[src/rtl/dm_port_arbiter_if.sv]
// Bus bundle for dm_port_arbiter: CPU port, DMA/loader port and the
// registered data-memory port. The arbiter connects through the slave
// modport; whatever drives the requests and models the memory uses master.
interface dm_port_arbiter_if;
  // CPU (EX-stage) port
  logic        cpu_req;
  logic        cpu_rw;
  logic [15:0] cpu_addr;
  logic [15:0] cpu_wdata;
  logic        cpu_stall;
  logic [15:0] cpu_rdata;
  logic        cpu_rvalid;

  // DMA / loader port
  logic        dma_req;
  logic        dma_lock;
  logic        dma_rw;
  logic [15:0] dma_addr;
  logic [15:0] dma_wdata;
  logic        dma_gnt;
  logic [15:0] dma_rdata;
  logic        dma_rvalid;

  // Data memory port
  logic        mem_en;
  logic        mem_rw;
  logic [15:0] mem_addr;
  logic [15:0] mem_wdata;
  logic [15:0] mem_rdata;

  modport slave (
    input  cpu_req, cpu_rw, cpu_addr, cpu_wdata,
    output cpu_stall, cpu_rdata, cpu_rvalid,
    input  dma_req, dma_lock, dma_rw, dma_addr, dma_wdata,
    output dma_gnt, dma_rdata, dma_rvalid,
    output mem_en, mem_rw, mem_addr, mem_wdata,
    input  mem_rdata
  );

  modport master (
    output cpu_req, cpu_rw, cpu_addr, cpu_wdata,
    input  cpu_stall, cpu_rdata, cpu_rvalid,
    output dma_req, dma_lock, dma_rw, dma_addr, dma_wdata,
    input  dma_gnt, dma_rdata, dma_rvalid,
    input  mem_en, mem_rw, mem_addr, mem_wdata,
    output mem_rdata
  );
endinterface

[src/rtl/dm_port_arbiter.sv]
// dm_port_arbiter: shares one synchronous data memory between the CPU and a
// DMA/loader. At most one access is accepted per cycle; the winner's command
// is registered onto mem_*, and read data returns to its owner two edges
// after acceptance through a pipelined owner tag.
// DMA may take burst ownership (dma_lock), bounded to MAX_LOCK consecutive
// grants, after which the CPU gets exactly one slot before the burst resumes.
// Optional feature macro: DM_ARB_FAIRNESS_EN -- when defined, a starvation
// counter lets a DMA that has waited STARVE_LIMIT cycles win over the CPU;
// when undefined the CPU has strict priority outside a locked burst.
module dm_port_arbiter #(
  parameter int STARVE_LIMIT = 4,
  parameter int MAX_LOCK     = 8
) (
  input  logic             clk,
  input  logic             reset,
  dm_port_arbiter_if.slave bus
);

  localparam int LOCK_W = $clog2(MAX_LOCK + 1);

  typedef enum logic [1:0] {
    ST_IDLE,
    ST_CPU,
    ST_DMA,
    ST_LOCK
  } state_t;

  state_t            r_state;
  state_t            w_nextState;
  logic [LOCK_W-1:0] r_lockCnt;
  logic [LOCK_W-1:0] w_nextLockCnt;
  logic              r_yield;
  logic              w_nextYield;
  logic              w_cpuGnt;
  logic              w_dmaGnt;
  logic              w_anyGnt;
  logic              w_lockFull;
  logic              w_starved;

  logic              w_selRw;
  logic [15:0]       w_selAddr;
  logic [15:0]       w_selWdata;

  logic              r_memEn;
  logic              r_memRw;
  logic [15:0]       r_memAddr;
  logic [15:0]       r_memWdata;

  logic              r_tag0Valid;
  logic              r_tag0Dma;
  logic              r_tag1Valid;
  logic              r_tag1Dma;

  logic              r_cpuRvalid;
  logic              r_dmaRvalid;
  logic [15:0]       r_cpuRdata;
  logic [15:0]       r_dmaRdata;

  assign w_lockFull = (r_lockCnt == LOCK_W'(MAX_LOCK));

`ifdef DM_ARB_FAIRNESS_EN
  localparam int STARVE_W = $clog2(STARVE_LIMIT + 1);

  logic [STARVE_W-1:0] r_starveCnt;

  assign w_starved = (r_starveCnt == STARVE_W'(STARVE_LIMIT));

  // Count cycles a pending DMA is passed over; saturate at the limit and
  // restart whenever DMA is served or withdraws its request.
  always_ff @(posedge clk or negedge reset) begin
    if (!reset) begin
      r_starveCnt <= '0;
    end else if (!bus.dma_req || w_dmaGnt) begin
      r_starveCnt <= '0;
    end else if (!w_starved) begin
      r_starveCnt <= r_starveCnt + STARVE_W'(1);
    end
  end
`else
  // Strict CPU priority: a waiting DMA never wins by age in this build. The
  // limit stays referenced so both builds share one parameter list.
  localparam bit STARVE_CFG_OK = (STARVE_LIMIT >= 1);

  assign w_starved = 1'b0 && STARVE_CFG_OK;
`endif

  // Pick this cycle's winner and the next owner state / locked-grant count.
  always_comb begin
    w_cpuGnt      = 1'b0;
    w_dmaGnt      = 1'b0;
    w_nextYield   = 1'b0;
    w_nextState   = ST_IDLE;
    w_nextLockCnt = '0;

    if (reset) begin
      if ((r_state == ST_LOCK) && bus.dma_req && !w_lockFull) begin
        w_dmaGnt = 1'b1;
      end else if (r_yield && bus.dma_req && bus.dma_lock) begin
        w_dmaGnt = 1'b1;
      end else if ((r_state == ST_LOCK) && w_lockFull && bus.cpu_req) begin
        w_cpuGnt    = 1'b1;
        w_nextYield = 1'b1;
      end else if (bus.cpu_req && !(bus.dma_req && w_starved)) begin
        w_cpuGnt = 1'b1;
      end else if (bus.dma_req) begin
        w_dmaGnt = 1'b1;
      end
    end

    if (w_dmaGnt) begin
      if (bus.dma_lock) begin
        w_nextState = ST_LOCK;
        if ((r_state == ST_LOCK) && !w_lockFull) begin
          w_nextLockCnt = r_lockCnt + LOCK_W'(1);
        end else begin
          w_nextLockCnt = LOCK_W'(1);
        end
      end else begin
        w_nextState = ST_DMA;
      end
    end else if (w_cpuGnt) begin
      w_nextState = ST_CPU;
    end
  end

  // Owner state, locked-grant count and the one-slot CPU yield flag.
  always_ff @(posedge clk or negedge reset) begin
    if (!reset) begin
      r_state   <= ST_IDLE;
      r_lockCnt <= '0;
      r_yield   <= 1'b0;
    end else begin
      r_state   <= w_nextState;
      r_lockCnt <= w_nextLockCnt;
      r_yield   <= w_nextYield;
    end
  end

  assign w_anyGnt   = w_cpuGnt | w_dmaGnt;
  assign w_selRw    = w_dmaGnt ? bus.dma_rw    : bus.cpu_rw;
  assign w_selAddr  = w_dmaGnt ? bus.dma_addr  : bus.cpu_addr;
  assign w_selWdata = w_dmaGnt ? bus.dma_wdata : bus.cpu_wdata;

  // Register the winning command onto the memory port; idle cycles drop the
  // enable and write strobe but keep address/data stable.
  always_ff @(posedge clk or negedge reset) begin
    if (!reset) begin
      r_memEn    <= 1'b0;
      r_memRw    <= 1'b0;
      r_memAddr  <= '0;
      r_memWdata <= '0;
    end else begin
      r_memEn <= w_anyGnt;
      r_memRw <= w_anyGnt & w_selRw;
      if (w_anyGnt) begin
        r_memAddr  <= w_selAddr;
        r_memWdata <= w_selWdata;
      end
    end
  end

  // Carry the owner of each accepted read alongside the memory latency so
  // back-to-back reads are steered back in order.
  always_ff @(posedge clk or negedge reset) begin
    if (!reset) begin
      r_tag0Valid <= 1'b0;
      r_tag0Dma   <= 1'b0;
      r_tag1Valid <= 1'b0;
      r_tag1Dma   <= 1'b0;
    end else begin
      r_tag0Valid <= w_anyGnt & ~w_selRw;
      r_tag0Dma   <= w_dmaGnt;
      r_tag1Valid <= r_tag0Valid;
      r_tag1Dma   <= r_tag0Dma;
    end
  end

  // Capture returning memory data for the tagged owner and pulse its rvalid.
  always_ff @(posedge clk or negedge reset) begin
    if (!reset) begin
      r_cpuRvalid <= 1'b0;
      r_dmaRvalid <= 1'b0;
      r_cpuRdata  <= '0;
      r_dmaRdata  <= '0;
    end else begin
      r_cpuRvalid <= r_tag1Valid & ~r_tag1Dma;
      r_dmaRvalid <= r_tag1Valid &  r_tag1Dma;
      if (r_tag1Valid && !r_tag1Dma) begin
        r_cpuRdata <= bus.mem_rdata;
      end
      if (r_tag1Valid && r_tag1Dma) begin
        r_dmaRdata <= bus.mem_rdata;
      end
    end
  end

  assign bus.cpu_stall  = bus.cpu_req & ~w_cpuGnt;
  assign bus.dma_gnt    = w_dmaGnt;
  assign bus.cpu_rdata  = r_cpuRdata;
  assign bus.cpu_rvalid = r_cpuRvalid;
  assign bus.dma_rdata  = r_dmaRdata;
  assign bus.dma_rvalid = r_dmaRvalid;
  assign bus.mem_en     = r_memEn;
  assign bus.mem_rw     = r_memRw;
  assign bus.mem_addr   = r_memAddr;
  assign bus.mem_wdata  = r_memWdata;

endmodule
[src/flat_wrapper.sv]
// flat-port wrapper written by rule: the top's interface ports become plain ports
module dm_port_arbiter_flat 
#(
  parameter int STARVE_LIMIT = 4,
  parameter int MAX_LOCK     = 8
)
  (clk, reset, bus_cpu_req, bus_cpu_rw, bus_cpu_addr, bus_cpu_wdata, bus_cpu_stall, bus_cpu_rdata, bus_cpu_rvalid, bus_dma_req, bus_dma_lock, bus_dma_rw, bus_dma_addr, bus_dma_wdata, bus_dma_gnt, bus_dma_rdata, bus_dma_rvalid, bus_mem_en, bus_mem_rw, bus_mem_addr, bus_mem_wdata, bus_mem_rdata);
  dm_port_arbiter_if bus_i ();
  input  logic clk;
  input  logic reset;
  input wire logic [$bits(bus_i.cpu_req)-1:0] bus_cpu_req;
  input wire logic [$bits(bus_i.cpu_rw)-1:0] bus_cpu_rw;
  input wire logic [$bits(bus_i.cpu_addr)-1:0] bus_cpu_addr;
  input wire logic [$bits(bus_i.cpu_wdata)-1:0] bus_cpu_wdata;
  output wire logic [$bits(bus_i.cpu_stall)-1:0] bus_cpu_stall;
  output wire logic [$bits(bus_i.cpu_rdata)-1:0] bus_cpu_rdata;
  output wire logic [$bits(bus_i.cpu_rvalid)-1:0] bus_cpu_rvalid;
  input wire logic [$bits(bus_i.dma_req)-1:0] bus_dma_req;
  input wire logic [$bits(bus_i.dma_lock)-1:0] bus_dma_lock;
  input wire logic [$bits(bus_i.dma_rw)-1:0] bus_dma_rw;
  input wire logic [$bits(bus_i.dma_addr)-1:0] bus_dma_addr;
  input wire logic [$bits(bus_i.dma_wdata)-1:0] bus_dma_wdata;
  output wire logic [$bits(bus_i.dma_gnt)-1:0] bus_dma_gnt;
  output wire logic [$bits(bus_i.dma_rdata)-1:0] bus_dma_rdata;
  output wire logic [$bits(bus_i.dma_rvalid)-1:0] bus_dma_rvalid;
  output wire logic [$bits(bus_i.mem_en)-1:0] bus_mem_en;
  output wire logic [$bits(bus_i.mem_rw)-1:0] bus_mem_rw;
  output wire logic [$bits(bus_i.mem_addr)-1:0] bus_mem_addr;
  output wire logic [$bits(bus_i.mem_wdata)-1:0] bus_mem_wdata;
  input wire logic [$bits(bus_i.mem_rdata)-1:0] bus_mem_rdata;
  assign bus_i.cpu_req = bus_cpu_req;
  assign bus_i.cpu_rw = bus_cpu_rw;
  assign bus_i.cpu_addr = bus_cpu_addr;
  assign bus_i.cpu_wdata = bus_cpu_wdata;
  assign bus_cpu_stall = bus_i.cpu_stall;
  assign bus_cpu_rdata = bus_i.cpu_rdata;
  assign bus_cpu_rvalid = bus_i.cpu_rvalid;
  assign bus_i.dma_req = bus_dma_req;
  assign bus_i.dma_lock = bus_dma_lock;
  assign bus_i.dma_rw = bus_dma_rw;
  assign bus_i.dma_addr = bus_dma_addr;
  assign bus_i.dma_wdata = bus_dma_wdata;
  assign bus_dma_gnt = bus_i.dma_gnt;
  assign bus_dma_rdata = bus_i.dma_rdata;
  assign bus_dma_rvalid = bus_i.dma_rvalid;
  assign bus_mem_en = bus_i.mem_en;
  assign bus_mem_rw = bus_i.mem_rw;
  assign bus_mem_addr = bus_i.mem_addr;
  assign bus_mem_wdata = bus_i.mem_wdata;
  assign bus_i.mem_rdata = bus_mem_rdata;
  dm_port_arbiter #(.STARVE_LIMIT(STARVE_LIMIT), .MAX_LOCK(MAX_LOCK)) u_core (.clk(clk), .reset(reset), .bus(bus_i));
endmodule
[config.mk]
export PLATFORM = sky130hd
export DESIGN_NAME = dm_port_arbiter_flat
export DESIGN_NICKNAME = d
export VERILOG_FILES = /design/src/rtl/dm_port_arbiter_if.sv /design/src/rtl/dm_port_arbiter.sv /design/src/flat_wrapper.sv
export SDC_FILE = /design/constraint.sdc
export NUM_CORES = 1
export LEC_CHECK = 0
export ABC_AREA = 1
export ABC_CLOCK_PERIOD_IN_PS = 1700
export CAP_MARGIN = 20
export CORE_MARGIN = 3
export CORE_UTILIZATION = 42
export DETAILED_ROUTE_END_ITERATION = 8
export HOLD_SLACK_MARGIN = 0.03
export PLACE_DENSITY = 0.87
export SKIP_LAST_GASP = 1
export SYNTH_ARGS = -nofsm -noshare
export SYNTH_HDL_FRONTEND = slang
export SYNTH_SLANG_ARGS = --single-unit
[constraint.sdc]
create_clock -name clk -period 1.7 [get_ports clk]
set_clock_uncertainty 0.05 [all_clocks]
set_input_delay 0.51 -clock clk [delete_from_list [all_inputs] [get_ports clk]]
set_output_delay 0.51 -clock clk [all_outputs]
set_load 0.005 [all_outputs]
==> results.toml, run 1 <==
[route]
vias = 3523
drt_first_pass_iters = 4
vias_per_cell = 4.75
drt-initial-drc-count = 104
drc = 0
drt-total-wl_um = 10000
wl_per_cell_um = 13.5
ant_nets = 0

[pwr]
p_sw_frac = 0.265
peakVddDrop_mv = 0.498
power_density_nw_per_um2 = 937
pwr-share-comb = 0.248
p_switching_mw = 1.40
p_leak_nw = 3.14
power_mw = 5.29
power_frac_clock = 0.309
internal_power_mw = 3.89
pwr-share-seq = 0.443

[layout]
multi_input_area_sq_um = 1190
final_layout_size_suffix_gt1_frac = 0.108
finish.net_count = 720
regArea_sq_um = 1950
syn_to_final_growth_pct = 56.6
nFillCells = 678
diodes = 0
utilization = 0.684

[yosys]
ys_seq_area_frac = 0.541
synth_ff_type = "dfrtp_1"
yosysTopAreaCell = "dfrtp_1"
ys_top_cells_by_count = "nand2_1, inv_1, dfrtp_1"
synth_nets = 539
synthTopCellsByArea = "dfrtp_1, nand2_1, nand3_1, inv_1, o21ai_0"
synth_async_sr_flop_share = 1.00
synth_cell_types = 21
netlist_area_sq_um = 3610
synth.most_common_cell = "nand2_1"
synth_top_cell_area_share = 0.541
synth_edf_count = 0
yosys_warnings = 0
postSynthCellCount = 450
syn_avg_cell_area_sq_um = 8.01
ys_ff_latch = 78

[floorplan]
dieHeight_um = 98.7
core-area_sq_um = 8260
io_pins = 157
die_x_um = 98.7
placementRows = 33
die_area_sq_um = 9730
initial_utilization = 0.437

[grt]
grt_pass1_vias = 3508
grt_max_degree = 79
grt_pass1_wl_um = 16200
antenna_found_initial = 0
grt_util_all_layers = 0.207
grt_overflow_total = 0

[clocking]
clkLatencyLatePin_ps = 330
postCtsHoldBufs = 0
cts.htree.levels = 3
numClockSinks = 78
clock-root-buffer = "clkbuf_8"
cts_tree = "built"
numCtsBuffers = 9
clk_pin_slew_ps = 80
clk_path_buf_depth = 2

[critical_path]
worst-path-max-fanout = 3
crit_buf_inv = 3
critPathMaxStageDelay_ps = 400
cp_slowest_cell = "dfrtp_1"
path_cells = "inv_2 > ha_4 > nand3_4 > nand2_4 > inv_2 > a21oi_2 > nor2_1 > buf_2"
cp-end-kind = "primary output"
critical_path_class = "reg -> out"
crit_family = "flip-flops"
path_common_cell = "inv_2"
cp.arrival_ps = 1420
cp.required_ps = 1140
setup.worst_path.start_class = "flop"

[timing]
worst_slew_pin_slew_ps = 947
drv_slew = 0
setup_violations = 2
layout_min_cycle_time_ps = 1980
period_share = 1.17
holdWs_ps = 308
max_freq_mhz = 504
slew_headroom = 0.369
rsz0062_at_grt = "true"
setup_ws_ps = -282
finalHoldViolCount = 0

[place]
dp_hpwl_um = 7420
portBuffers = 156
post-place-ws_ps = -748
place.gp.congestion = 0.872

[status]
outcome = "finished with violations"
violations = "setup timing"

[hold_path]
hold_class = "reg -> reg"

[job]
drv_cap = 0
==> cell type report <==
class / instances / area share
clock buffer: 11 / 0.0233
inverter: 93 / 0.0623
sequential: 78 / 0.346
clock inverter: 5 / 0.0188
multi-input combinational: 258 / 0.211
timing repair buffer: 191 / 0.315
tap: 105 / 0.0233
==> routing by layer <==
metal | GRT usage | up-vias | part of all wire | routed length (um)
met2 | 0.363 | 158 | 0.51 | 5050
met4 | 0.0683 | 0 | 0.012 | 120
met1 | 0.253 | 1633 | 0.40 | 4020
met5 | 0 | - | 0 | 0
li1 | - | 1721 | - | -
met3 | 0.0432 | 11 | 0.081 | 805
==> through the flow <==
stage | instance area (sq um) | cells | setup TNS (ps)
2_1_floorplan | 3610 | 450 | 0
3_3_place_gp | 5380 | 713 | -12520
3_5_place_dp | 5380 | 713 | -14360
4_1_cts | 5640 | 741 | -576
5_1_grt | 5650 | 741 | -684
6_report | 5650 | 741 | -519
==> path summary, 6_finish.rpt <==
path	startpoint	end	slack, ps	cells after the start
worst max-delay path	u_core.r_lockCnt[1]$_DFF_PN0_	bus_cpu_stall	-280	8
worst min-delay path	u_core.r_tag0Valid$_DFF_PN0_	u_core.r_tag1Valid$_DFF_PN0_	310	0
worst max register to register	u_core.r_lockCnt[1]$_DFF_PN0_	u_core.bus.mem_addr[7]$_DFFE_PN0P_	130	10
max in group asynchronous	reset	u_core.bus.mem_addr[6]$_DFFE_PN0P_	600	2
worst min register to register	u_core.r_tag0Valid$_DFF_PN0_	u_core.r_tag1Valid$_DFF_PN0_	310	0
min in group asynchronous	reset	u_core.bus.dma_rdata[1]$_DFFE_PN0P_	380	2
==> power groups by stage <==
stage	registers [mW]	clock network, mW	logic, mW
after floorplan	2.39	0	0.417
after global placement	2.37	0	1.40
after detailed placement	2.39	0	1.46
after CTS	2.34	1.67	1.33
after global routing	2.38	1.75	1.44
final	2.34	1.63	1.31
==> registers in the layout, summed over array words and instances, names as in the netlist <==
| name | count |
|---|---|
| u_core.r_state | 2 |
| u_core.bus.mem_wdata | 16 |
| u_core.r_tag0Valid | 1 |
| u_core.bus.mem_en | 1 |
| u_core.bus.mem_rw | 1 |
| u_core.bus.dma_rdata | 16 |
| u_core.r_tag1Dma | 1 |
| u_core.bus.mem_addr | 16 |
| u_core.r_tag1Valid | 1 |
| u_core.r_lockCnt | 4 |
| u_core.r_yield | 1 |
| u_core.bus.cpu_rdata | 16 |
| u_core.bus.cpu_rvalid | 1 |
| u_core.bus.dma_rvalid | 1 |
==> layout by cell type, fill, tap and decap left out, types with 2 or more instances in the layout <==
master,n
clkdlybuf4s50_1,82
nand2_4,4
nand3_1,67
inv_1,85
nand2_1,136
clkbuf_1,2
clkbuf_8,9
inv_2,7
dlygate4sd2_1,71
buf_4,30
dfrtp_1,78
nor2_1,7
buf_6,2
buf_2,2
buf_12,4
bufinv_16,3
o21ai_0,34
==> repair_timing <==
item,in CTS,in global routing
buffers inserted,12,1
pin swaps,5,2
endpoints found under the setup margin,105,36
resized for setup,88,2
==> cells by family after synthesis <==
family	share of synthesized area
and+or+nand+nor	0.262
buffers and inverters	0.136
DFF	0.541
AOI/OAI and AO/OA	0.0520
adders and majority gates	0.00694
xor gates and xnor gates	0.00243
Note: power is estimated with default switching activity, not from simulation.
==> inputs of run 2 (changes only) <==
- CAP_MARGIN: 20 -> unset
- CORE_MARGIN: 3 -> 2
==> run 2 against run 1 <==
  * The run still ends with setup timing left
  * Count of clock-buffer cells in the layout fell by 1
  * Sequential share of layout area fell by 0.12 points
  * Flip-flop and latch count did not move
  * Setup slack got worse by 54 ps
  * Clock power fell by 26%
  * Wire length barely moved
  * Cell count rose by 1.2%
  * Non-clock buffer count rose by 8
  * Global-route usage rose by 1.2 points
  * Power fell by 7.1%
  * Via count rose by 1.4%
  * Sequential power barely moved
  * Largest power group unchanged
==> results.toml, run 2 (same netlist as run 1, synthesis figures left out) <==
[status]
outcome = "finished with violations"
violations = "setup timing"

[clocking]
clkLatencyLatePin_ps = 350
cts_tree = "built"
numClockSinks = 78
cts.htree.levels = 3
clk_path_buf_depth = 2
clock-root-buffer = "clkbuf_8"
numCtsBuffers = 9
clk_pin_slew_ps = 80

[timing]
setup_ws_ps = -337
max_freq_mhz = 491
period_share = 1.20
layout_min_cycle_time_ps = 2040
drv_slew = 0
slew_headroom = 0.373
totalNegativeSetupSlack_ps = -2460
finalHoldViolCount = 0
rsz0062_at_grt = "true"
setup_violations = 13
worst_slew_pin_slew_ps = 940

[place]
portBuffers = 156
place_inst = 713
place.gp.congestion = 0.812
dp_hpwl_um = 6850
post-place-ws_ps = -789

[route]
drt-total-wl_um = 9990
drc = 0
drt_first_pass_iters = 4
wl_per_cell_um = 13.3
ant_nets = 0
vias = 3574
drt-initial-drc-count = 140
vias_per_cell = 4.77

[floorplan]
die_x_um = 96.7
io_pins = 157
core-area_sq_um = 8260
die_area_sq_um = 9340
placementRows = 33
initial_utilization = 0.437
dieHeight_um = 96.7

[grt]
grt_pass1_vias = 3601
grt_pass1_wl_um = 16600
antenna_found_initial = 0
grt_overflow_total = 0
grt_util_all_layers = 0.219
grt_max_degree = 79

[layout]
finish.net_count = 729
syn_to_final_growth_pct = 57.1
final_common_cell = "nand2_1"
final_layout_size_suffix_gt1_frac = 0.124
utilization = 0.686
diodes = 0
final_cell_mix = "nand2_1, inv_1, clkdlybuf4s50_1"
final_cells = 750

[pwr]
power_frac_clock = 0.246
internal_power_mw = 3.48
p_leak_nw = 3.14
peakVddDrop_mv = 0.394
pwr-share-seq = 0.474
power_density_nw_per_um2 = 867
p_switching_mw = 1.43
p_sw_frac = 0.292
pwr-share-comb = 0.280

[critical_path]
cp_slowest_cell = "dfrtp_1"
worst-path-max-fanout = 3
cp.required_ps = 1140
setup.worst_path.start_class = "flop"
cp.arrival_ps = 1480
critPathMaxStageDelay_ps = 400
crit_start = "u_core.r_lockCnt[1]$_DFF_PN0_"
r2r_start = "u_core.r_tag1Dma$_DFF_PN0_"
critical_path_class = "reg -> out"
path_common_cell = "inv_2"
path_cells = "inv_2 > ha_4 > nand3_4 > nand2_4 > inv_2 > a21oi_2 > nor2_1 > buf_2"
cp-end-kind = "primary output"

[job]
drv_cap = 0

[hold_path]
hp-start = "u_core.r_tag0Valid$_DFF_PN0_"
hold_class = "reg -> reg"
[run 2: area by class of cell]
cell class	count	area, sq um
multi-input combinational	258	1200
timing repair buffer	199	1850
tap	105	131
clock buffer	10	128
sequential	78	1950
timing repair inverter	1	5.00
clock inverter	6	46.3
fill	651	2590
inverter	93	355
[run 2: critical path, delay by kind of cell (launching register included)]
kind / cells / cell delay (ps)
buf+inv: 3 / 250
flops: 1 / 400
simple gates: 3 / 210
compound gates: 1 / 120
fa+ha+maj: 1 / 140
[run 2: layer usage]
metal | track usage | wire length, um
met4 | 0.0975 | 241
met5 | 0 | 0
met2 | 0.362 | 4790
met1 | 0.276 | 4270
met3 | 0.0470 | 687
[run 2: what timing repair did]
item | CTS | global route
setup buffers | 17 | 4
pin swaps | 7 | 2
cloned | 0 | 1
setup endpoints to repair | 78 | 38
endpoints found under the hold margin | 0 | 0
hold buffers | 0 | 0
resized for setup | 85 | 7
[run 2: power groups by stage]
stage | Combinational (mW) | Clock (mW) | Sequential, mW
2_1_floorplan | 0.417 | 0 | 2.39
3_3_place_gp | 1.40 | 0 | 2.37
3_5_place_dp | 1.46 | 0 | 2.37
4_1_cts | 1.37 | 1.24 | 2.32
5_1_grt | 1.52 | 1.34 | 2.36
6_report | 1.38 | 1.21 | 2.33
[run 2: per-stage QoR]
| stage | hold slack, ps | total power [mW] | instance area (sq um) |
|---|---|---|---|
| after CTS | 307 | 4.93 | 5610 |
| after detailed placement | 288 | 3.83 | 5380 |
| final | 305 | 4.91 | 5670 |
| after floorplan | 164 | 2.80 | 3610 |
| after global placement | 287 | 3.77 | 5380 |
| after global routing | 321 | 5.23 | 5670 |
[run 2: worst paths after layout]
| check | to | slack (ps) | cells after the start |
|---|---|---|---|
| setup / recovery | bus_cpu_stall | -340 | 8 |
| hold / removal | u_core.r_tag1Valid$_DFF_PN0_ | 310 | 0 |
| setup reg to reg | u_core.bus.cpu_rdata[7]$_DFFE_PN0P_ | -200 | 3 |
| hold reg to reg | u_core.r_tag1Valid$_DFF_PN0_ | 310 | 0 |
| max in group asynchronous | u_core.bus.mem_wdata[5]$_DFFE_PN0P_ | 620 | 2 |
| min in group asynchronous | u_core.bus.cpu_rdata[0]$_DFFE_PN0P_ | 360 | 2 |
